[src/rtl/alu_result_fifo_if.sv]
// Handshake bundle between the ALU result producer, the result FIFO and its consumer.
// The slave modport is the FIFO's view; the master modport is the producer/consumer view.
interface alu_result_fifo_if #(
  parameter int DATA_W = 4
);
  logic              in_valid;
  logic [DATA_W-1:0] in_result;
  logic              in_carry;
  logic              in_ready;
  logic              out_valid;
  logic              out_ready;
  logic [DATA_W-1:0] out_result;
  logic              out_carry;

  modport master (
    output in_valid, in_result, in_carry, out_ready,
    input  in_ready, out_valid, out_result, out_carry
  );

  modport slave (
    input  in_valid, in_result, in_carry, out_ready,
    output in_ready, out_valid, out_result, out_carry
  );
endinterface

[src/rtl/alu_result_fifo.sv]
// First-word fall-through FIFO buffering {carry, result} pairs from the ALU, with sticky drop flag.
// Optional ALU_FIFO_CARRY_CNT_EN adds a saturating count of accepted pushes that carried.
module alu_result_fifo #(
  parameter  int DATA_W = 4,
  parameter  int DEPTH  = 8,
  localparam int CNT_W  = $clog2(DEPTH) + 1
) (
  input  logic             clk,
  input  logic             rst_n,
  alu_result_fifo_if.slave bus,
  output logic [CNT_W-1:0] count,
  output logic             overflow,
  input  logic             clr_ovf
`ifdef ALU_FIFO_CARRY_CNT_EN
  ,
  output logic [7:0]       carry_cnt
`endif
);

  localparam int               PTR_W    = $clog2(DEPTH);
  localparam logic [CNT_W-1:0] FULL_CNT = CNT_W'(DEPTH);

  logic [DATA_W:0]    mem_q [DEPTH];
  logic [PTR_W-1:0]   wr_ptr_q, wr_ptr_d;
  logic [PTR_W-1:0]   rd_ptr_q, rd_ptr_d;
  logic [CNT_W-1:0]   count_q, count_d;
  logic               overflow_q, overflow_d;
  logic               full, empty, push, pop, drop;
  logic [DATA_W:0]    head;

  // Readiness looks only at registered occupancy, so a full FIFO drops even if it pops this cycle.
  always_comb begin
    full       = (count_q == FULL_CNT);
    empty      = (count_q == '0);
    push       = bus.in_valid & ~full;
    pop        = ~empty & bus.out_ready;
    drop       = bus.in_valid & full;
    head       = mem_q[rd_ptr_q];
    wr_ptr_d   = wr_ptr_q;
    rd_ptr_d   = rd_ptr_q;
    count_d    = count_q;
    overflow_d = overflow_q;
    if (push) wr_ptr_d = wr_ptr_q + PTR_W'(1);
    if (pop)  rd_ptr_d = rd_ptr_q + PTR_W'(1);
    case ({push, pop})
      2'b10:   count_d = count_q + CNT_W'(1);
      2'b01:   count_d = count_q - CNT_W'(1);
      default: count_d = count_q;
    endcase
    if (clr_ovf) overflow_d = 1'b0;
    if (drop)    overflow_d = 1'b1;
  end

  always_ff @(posedge clk or negedge rst_n) begin
    if (!rst_n) begin
      wr_ptr_q   <= '0;
      rd_ptr_q   <= '0;
      count_q    <= '0;
      overflow_q <= 1'b0;
    end else begin
      wr_ptr_q   <= wr_ptr_d;
      rd_ptr_q   <= rd_ptr_d;
      count_q    <= count_d;
      overflow_q <= overflow_d;
    end
  end

  // Storage holds no reset: contents are meaningless whenever count says the slot is empty.
  always_ff @(posedge clk) begin
    if (push) mem_q[wr_ptr_q] <= {bus.in_carry, bus.in_result};
  end

  assign bus.in_ready   = ~full;
  assign bus.out_valid  = ~empty;
  assign bus.out_result = empty ? '0 : head[DATA_W-1:0];
  assign bus.out_carry  = ~empty & head[DATA_W];
  assign count          = count_q;
  assign overflow       = overflow_q;

`ifdef ALU_FIFO_CARRY_CNT_EN
  logic [7:0] carry_cnt_q, carry_cnt_d;

  // A clear that coincides with a carrying push restarts the count at one rather than zero.
  always_comb begin
    carry_cnt_d = carry_cnt_q;
    if (clr_ovf) begin
      carry_cnt_d = (push & bus.in_carry) ? 8'd1 : 8'd0;
    end else if (push && bus.in_carry && carry_cnt_q != 8'hFF) begin
      carry_cnt_d = carry_cnt_q + 8'd1;
    end
  end

  always_ff @(posedge clk or negedge rst_n) begin
    if (!rst_n) carry_cnt_q <= 8'd0;
    else        carry_cnt_q <= carry_cnt_d;
  end

  assign carry_cnt = carry_cnt_q;
`endif

endmodule

[src/flat_wrapper.sv]
// flat-port wrapper written by rule: the top's interface ports become plain ports
module alu_result_fifo_flat 
#(
  parameter  int DATA_W = 4,
  parameter  int DEPTH  = 8,
  localparam int CNT_W  = $clog2(DEPTH) + 1
)
  (clk, rst_n, count, overflow, clr_ovf, bus_in_valid, bus_in_result, bus_in_carry, bus_out_ready, bus_in_ready, bus_out_valid, bus_out_result, bus_out_carry);
  alu_result_fifo_if #(.DATA_W(DATA_W)) bus_i ();
  input  logic clk;
  input  logic rst_n;
  output logic [CNT_W-1:0] count;
  output logic overflow;
  input  logic clr_ovf;
  input wire logic [$bits(bus_i.in_valid)-1:0] bus_in_valid;
  input wire logic [$bits(bus_i.in_result)-1:0] bus_in_result;
  input wire logic [$bits(bus_i.in_carry)-1:0] bus_in_carry;
  input wire logic [$bits(bus_i.out_ready)-1:0] bus_out_ready;
  output wire logic [$bits(bus_i.in_ready)-1:0] bus_in_ready;
  output wire logic [$bits(bus_i.out_valid)-1:0] bus_out_valid;
  output wire logic [$bits(bus_i.out_result)-1:0] bus_out_result;
  output wire logic [$bits(bus_i.out_carry)-1:0] bus_out_carry;
  assign bus_i.in_valid = bus_in_valid;
  assign bus_i.in_result = bus_in_result;
  assign bus_i.in_carry = bus_in_carry;
  assign bus_i.out_ready = bus_out_ready;
  assign bus_in_ready = bus_i.in_ready;
  assign bus_out_valid = bus_i.out_valid;
  assign bus_out_result = bus_i.out_result;
  assign bus_out_carry = bus_i.out_carry;
  alu_result_fifo #(.DATA_W(DATA_W), .DEPTH(DEPTH)) u_core (.clk(clk), .rst_n(rst_n), .bus(bus_i), .count(count), .overflow(overflow), .clr_ovf(clr_ovf));
endmodule
[config.mk]
export PLATFORM = sky130hd
export DESIGN_NAME = alu_result_fifo_flat
export DESIGN_NICKNAME = d
export VERILOG_FILES = /design/src/rtl/alu_result_fifo_if.sv /design/src/rtl/alu_result_fifo.sv /design/src/flat_wrapper.sv
export SDC_FILE = /design/constraint.sdc
export NUM_CORES = 1
export LEC_CHECK = 0
export CORE_UTILIZATION = 50
export CTS_CLUSTER_SIZE = 8
export DETAILED_ROUTE_END_ITERATION = 8
export PLACE_DENSITY = 0.77
export SYNTH_ARGS = -nofsm -noshare
export SYNTH_HDL_FRONTEND = slang
export SYNTH_SLANG_ARGS = --single-unit
[constraint.sdc]
create_clock -name clk -period 2.6 [get_ports clk]
set_input_delay 0.26 -clock clk [delete_from_list [all_inputs] [get_ports clk]]
set_output_delay 0.26 -clock clk [all_outputs]
set_load 0.02 [all_outputs]
==> impl_metrics.yaml, run 1 <==
clock_tree:
  htreeDepth: 2
  root_buffer: "clkbuf_8"
  cts.clk_slew.worst_paths_ns: 0.09
  clock_latency_ns: 0.30
  cts_tree: "built"
  cts_sinks: 51
  holdBufCountCts: 0
  cts-buffers-inserted: 5
  clk_path_buf_depth: 2
setup_path:
  worst_setup_path_end_kind: "register"
  ff2ff_path_depth: 6
  cp_cell_sequence: "or4b_1 -> nand2_2 -> ha_2 -> or3b_1 -> a2111oi_4 -> o221ai_1"
  cp_slowest_cell: "or4b_1"
  setup.worst_path.start: "u_core.count[0]"
  max_stage_delay_ns: 0.58
  critPathRequiredTime_ns: 2.77
  worstSetupPathType: "register to register"
  start_kind: "register"
  r2r_start: "u_core.count[0]"
  worst-path-max-fanout: 8
  critical_path_arrival_ns: 2.66
global_routing:
  grt_pass1_wl_mm: 6.127
  antenna_found_initial: 0
  grt_max_degree: 17
  grt-ovfl-total: 0
  first_global_vias: 1194
  grtUsageTotal_pct: 19.82
final_layout:
  postLayoutCellArea_um2: 2628
  layout.nets: 173
  antenna_cells: 0
  syn_to_final_growth_pct: 20.97
  layoutNonFillerInstCount: 209
  drive_above_1_share_pct: 24.53
synthesis:
  yosysWarnings: 0
  synthFlopType: "edfxtp_1"
  ys_types: 34
  netlist_top_cells_area: "edfxtp_1 (55%), dfrtp_1 (13%), mux4_2 (10%), ha_1 (2.9%), xnor2_1 (2.4%)"
  synth.yosys.seq_area_share_pct: 67.97
  synth_cells: 126
  ys_top_cells_by_count: "edfxtp_1 (40), dfrtp_1 (11), mux4_2 (10), nor2_1 (7), xnor2_1 (6)"
  yosysMostFrequentCell: "edfxtp_1"
  yosys.area.top_type: "edfxtp_1"
  synth_area_um2: 2172
  synth_edf_count: 40
  async_flop_share_pct: 21.57
  synth-seq-cells: 51
  avgSynthCellArea_um2: 17.24
  syn_nets: 141
  synth_top_area_share_pct: 55.30
routing:
  drtIter0Drc: 65
  ant_nets: 0
  vias_per_cell: 5.794
  wl_per_cell_um: 18.74
  dr.pass1.iters: 4
  vias: 1211
  drc: 0
  wl_mm: 3.916
sta:
  finalWorstSetupSlack_ns: 0.1145
  drv_slew: 0
  final.setup_skew_ns: 0.003518
  rsz0062_at_grt: "false"
  fmax_mhz: 402.3
  post-route-period-util_pct: 95.60
  min_period_ns: 2.485
  worst_slew_pin_slew_ns: 0.5853
  finalSetupViolCount: 0
  slew_headroom_pct: 60.84
  setup_tns_ns: 0
  hold_viol: 0
placement:
  dpl-instance-area_um2: 2490
  dp.cells: 199
  dpl.hpwl_mm: 2.727
  port-buffer-count: 21
  place_ws_ns: 0.04153
  place_congestion: 0.7536
floorplanning:
  fp.dieW_um: 67.91
  ios: 22
  initial_core_util_pct: 53.15
  die_height_um: 67.91
  dieArea_um2: 4612
  rows: 23
  coreArea_um2: 4086
pwr:
  p_leak_nw: 0.9675
  peakVddDrop_v: 0.0005393
  power_mw: 2.938
  p_per_area_nw_per_um2: 1118
job:
  cap_violations: 0
hold_path:
  hold_class: "input port to asynchronous set/reset pin"
run_status:
  run_status: "finished, final reports clean"
[flip-flops by register name, indices dropped and copies added, names as in the netlist]
register         cells
u_core.mem_q        40
u_core.count         4
u_core.rd_ptr_q      3
u_core.wr_ptr_q      3
u_core.overflow      1
[cells in the final DEF, fill, tap and decap left out, types with 2 or more instances in the layout]
cell type,n
edfxtp_1,40
clkdlybuf4s50_1,16
mux4_2,10
buf_4,9
dfrtp_1,8
nor2_1,7
xnor2_1,6
a22o_1,5
inv_1,5
clkbuf_8,5
dlymetal6s2s_1,5
ha_1,4
nand3_1,3
dfrtp_2,3
nand2b_1,2
nand3b_1,2
nor3_1,2
mux2_2,2
[critical path, delay by kind of cell (launching register included)]
family | cells | cell delay (ns)
AND/OR/NAND/NOR | 3 | 1.13
AO/OA/AOI/OAI | 2 | 0.53
flip-flops | 1 | 0.47
adder cells (fa/ha/maj) | 1 | 0.22
[report_power, final]
group / internal [mW] / leakage, nW / switching (mW)
Clock: 0.193 / 0.0418 / 0.254
Combinational: 0.662 / 0.434 / 0.598
Sequential: 1.07 / 0.491 / 0.160
[final timing paths]
check                                     end  slack, ns
max in group asynchronous     u_core.count[2]       1.92
setup reg to reg              u_core.count[3]       0.11
hold / removal             u_core.rd_ptr_q[2]       0.30
setup / recovery              u_core.count[3]       0.11
min in group clk              u_core.overflow       0.53
hold reg to reg            u_core.wr_ptr_q[0]       0.54
[cells by family after synthesis]
kind of cell / share of synthesized area, %
compound gates: 4.436
xor+xnor: 2.823
fa+ha+maj: 2.880
buf+inv: 1.901
flops: 67.97
mux: 12.38
simple gates: 7.604
[through the flow]
stage,hold slack [ns],util (%)
5_1_grt,0.3349,64.30
6_report,0.3008,64.30
3_3_place_gp,0.5138,60.93
4_1_cts,0.2993,63.10
2_1_floorplan,-0.03559,-
3_5_place_dp,0.5190,60.93
[cell type report]
type | instances | area [µm²]
flip-flops and latches | 51 | 1480
fillers | 296 | 1459
multi-input cells | 65 | 686.9
inverters | 5 | 18.77
repair buffers | 30 | 290.3
clock buffers | 6 | 72.57
well taps | 50 | 62.56
clock inverters | 2 | 16.27
[metal layers]
| layer | vias to the layer above | wire (µm) | track usage, % | part of all wire (%) |
|---|---|---|---|---|
| met4 | 0 | 67 | 7.813 | 1.7 |
| met5 | - | 0 | 0 | 0 |
| li1 | 557 | - | - | - |
| met1 | 622 | 1711 | 26.42 | 44 |
| met2 | 26 | 1976 | 30.94 | 50 |
| met3 | 6 | 161 | 5.500 | 4.1 |
[timing repair]
| item | 4_1_cts | 5_1_grt |
|---|---|---|
| endpoints found under the setup margin | 0 | 7 |
| setup buffers | 0 | 2 |
| resized for setup | 0 | 9 |
Power figures use the tool's default switching activity.
==> inputs of run 2 (changes only) <==
- CORE_MARGIN: default -> 8
- clock period: 2.6 -> 2.1 ns (I/O delays scaled with it)
==> run 2 against run 1 <==
Net effect: the flow now finishes with violations (negative setup slack); setup slack got worse by 0.28 ns; sequential power up 23%; via count grew 7.2%; largest cell class unchanged; largest power group unchanged.
==> impl_metrics.yaml, run 2 (synthesis results as in run 1) <==
run_status:
  run_status: "complete, but fails checks"
  violations: "negative setup slack"
placement:
  port-buffer-count: 21
  dpl-instance-area_um2: 2698
  dpl.hpwl_mm: 3.160
  place_congestion: 0.7383
pwr:
  peakVddDrop_v: 0.0006955
  p_per_area_nw_per_um2: 1440
  p_leak_nw: 1.064
global_routing:
  grt_pass1_wl_mm: 7.024
  grtUsageTotal_pct: 14.50
  antenna_found_initial: 0
  first_global_vias: 1315
  grt-ovfl-total: 0
  grt_max_degree: 17
setup_path:
  cp_slowest_cell: "or4b_4"
  critical_path_arrival_ns: 2.44
  cp_cell_sequence: "or4b_4 -> nand2_8 -> ha_4 -> or3b_4 -> a2111oi_4 -> o221ai_1"
  worst-path-max-fanout: 4
  worstSetupPathType: "register to register"
  worst_setup_path_end_kind: "register"
  critPathRequiredTime_ns: 2.28
  r2r_start: "u_core.count[2]"
  setup.worst_path.start: "u_core.count[2]"
  start_kind: "register"
  max_stage_delay_ns: 0.57
floorplanning:
  die_height_um: 81.91
  dieArea_um2: 6709
  fp.dieW_um: 81.91
  coreArea_um2: 4264
  ios: 22
  initial_core_util_pct: 50.94
  rows: 24
clock_tree:
  cts-buffers-inserted: 5
  root_buffer: "clkbuf_8"
  clk_path_buf_depth: 2
  htreeDepth: 2
  cts_tree: "built"
  cts.clk_slew.worst_paths_ns: 0.09
  cts_sinks: 51
  clock_latency_ns: 0.31
routing:
  drtIter0Drc: 122
  dr.pass1.iters: 4
  drc: 0
  wl_per_cell_um: 19.79
  ant_nets: 0
  vias_per_cell: 5.595
  wl_mm: 4.591
  vias: 1298
final_layout:
  seq_area_um2: 1480
  postLayoutCellArea_um2: 2912
  final_common_cell: "edfxtp_1"
  regMostFlops: "u_core.mem_q"
  syn_to_final_growth_pct: 34.04
  final_util_pct: 68.28
  nFillCells: 282
  largest_register_ffs: 40
  drive_above_1_share_pct: 42.22
  layout.nets: 194
  multi_input_area_um2: 769.5
  antenna_cells: 0
  most-common-layout-cells: "edfxtp_1 (40), buf_4 (25), clkdlybuf4s50_1 (14)"
sta:
  finalSetupViolCount: 8
  worst_slew_pin_slew_ns: 0.8204
  finalWorstSetupSlack_ns: -0.1648
  hold_viol: 0
  rsz0062_at_grt: "true"
  post-route-period-util_pct: 107.8
  min_period_ns: 2.265
  final.setup_skew_ns: 0.008145
  drv_slew: 0
  setup_tns_ns: -0.9119
  hold_ws_ns: 0.2558
  slew_headroom_pct: 44.88
  fmax_mhz: 441.5
job:
  cap_violations: 0
hold_path:
  hold_class: "input port to asynchronous set/reset pin"
## run 2: changes by cell type in the layout (fill, tap and decap cells not counted), sizes merged
cell           before  now
bufinv              0    1
dlygate4sd2         0    1
buf                 9   35
clkdlybuf4s50      16   14
inv                 6    5
clkinvlp            1    0
clkinv              0    2
dlymetal6s2s        5    0
## run 2: layer usage
metal / vias up / track usage [%] / routed length, µm / share of wire [%]
li1: 598 / - / - / -
met4: 0 / 5.263 / 70 / 1.5
met2: 39 / 23.44 / 2377 / 52
met3: 7 / 3.720 / 243 / 5.3
met1: 654 / 18.43 / 1899 / 41
met5: - / 0 / 0 / 0
## run 2: through the flow
step	setup slack, ns	power (mW)	std cells
final	-0.1648	4.194	232
after global routing	-0.2167	4.413	232
after CTS	-0.1591	4.099	226
after detailed placement	-0.2223	3.373	217
after global placement	-0.1486	3.282	217
after floorplan	-0.2756	2.604	126
## run 2: power breakdown
group	internal, mW	total, mW	switching [mW]
clock	0.355	0.686	0.330
sequential	1.32	1.51	0.182
combinational	1.10	2.00	0.900
total	2.78	4.19	1.41
## run 2: cell type report
| cell class | instances | area share [%] |
|---|---|---|
| clock buffers | 5 | 2.364 |
| clock inverters | 3 | 1.504 |
| inverters | 5 | 0.7306 |
| multi-input cells | 65 | 26.43 |
| flip-flops and latches | 51 | 50.84 |
| well taps | 52 | 2.235 |
| repair buffers | 51 | 15.90 |
## run 2: what timing repair did
item | CTS | global route
pin swaps | 7 | 5
setup buffers | 1 | 6
hold buffers | 0 | 0
setup endpoints to repair | 15 | 13
gates resized for setup | 33 | 10
## run 2: worst paths after layout
kind | to | slack, ns | cells after the start
worst max register to register | u_core.count[3] | -0.16 | 6
worst max-delay path | u_core.count[3] | -0.16 | 6
max in group asynchronous | u_core.count[0] | 1.44 | 1
min in group clk | u_core.overflow | 0.48 | 2
worst min-delay path | u_core.rd_ptr_q[2] | 0.26 | 1
worst min register to register | u_core.wr_ptr_q[0] | 0.54 | 1
## run 2: critical path, delay by kind of cell (launching register included)
kind / cells / cell delay, ns
and+or+nand+nor: 3 / 1.08
AOI/OAI and AO/OA: 2 / 0.45
DFF: 1 / 0.44
adders and majority gates: 1 / 0.17
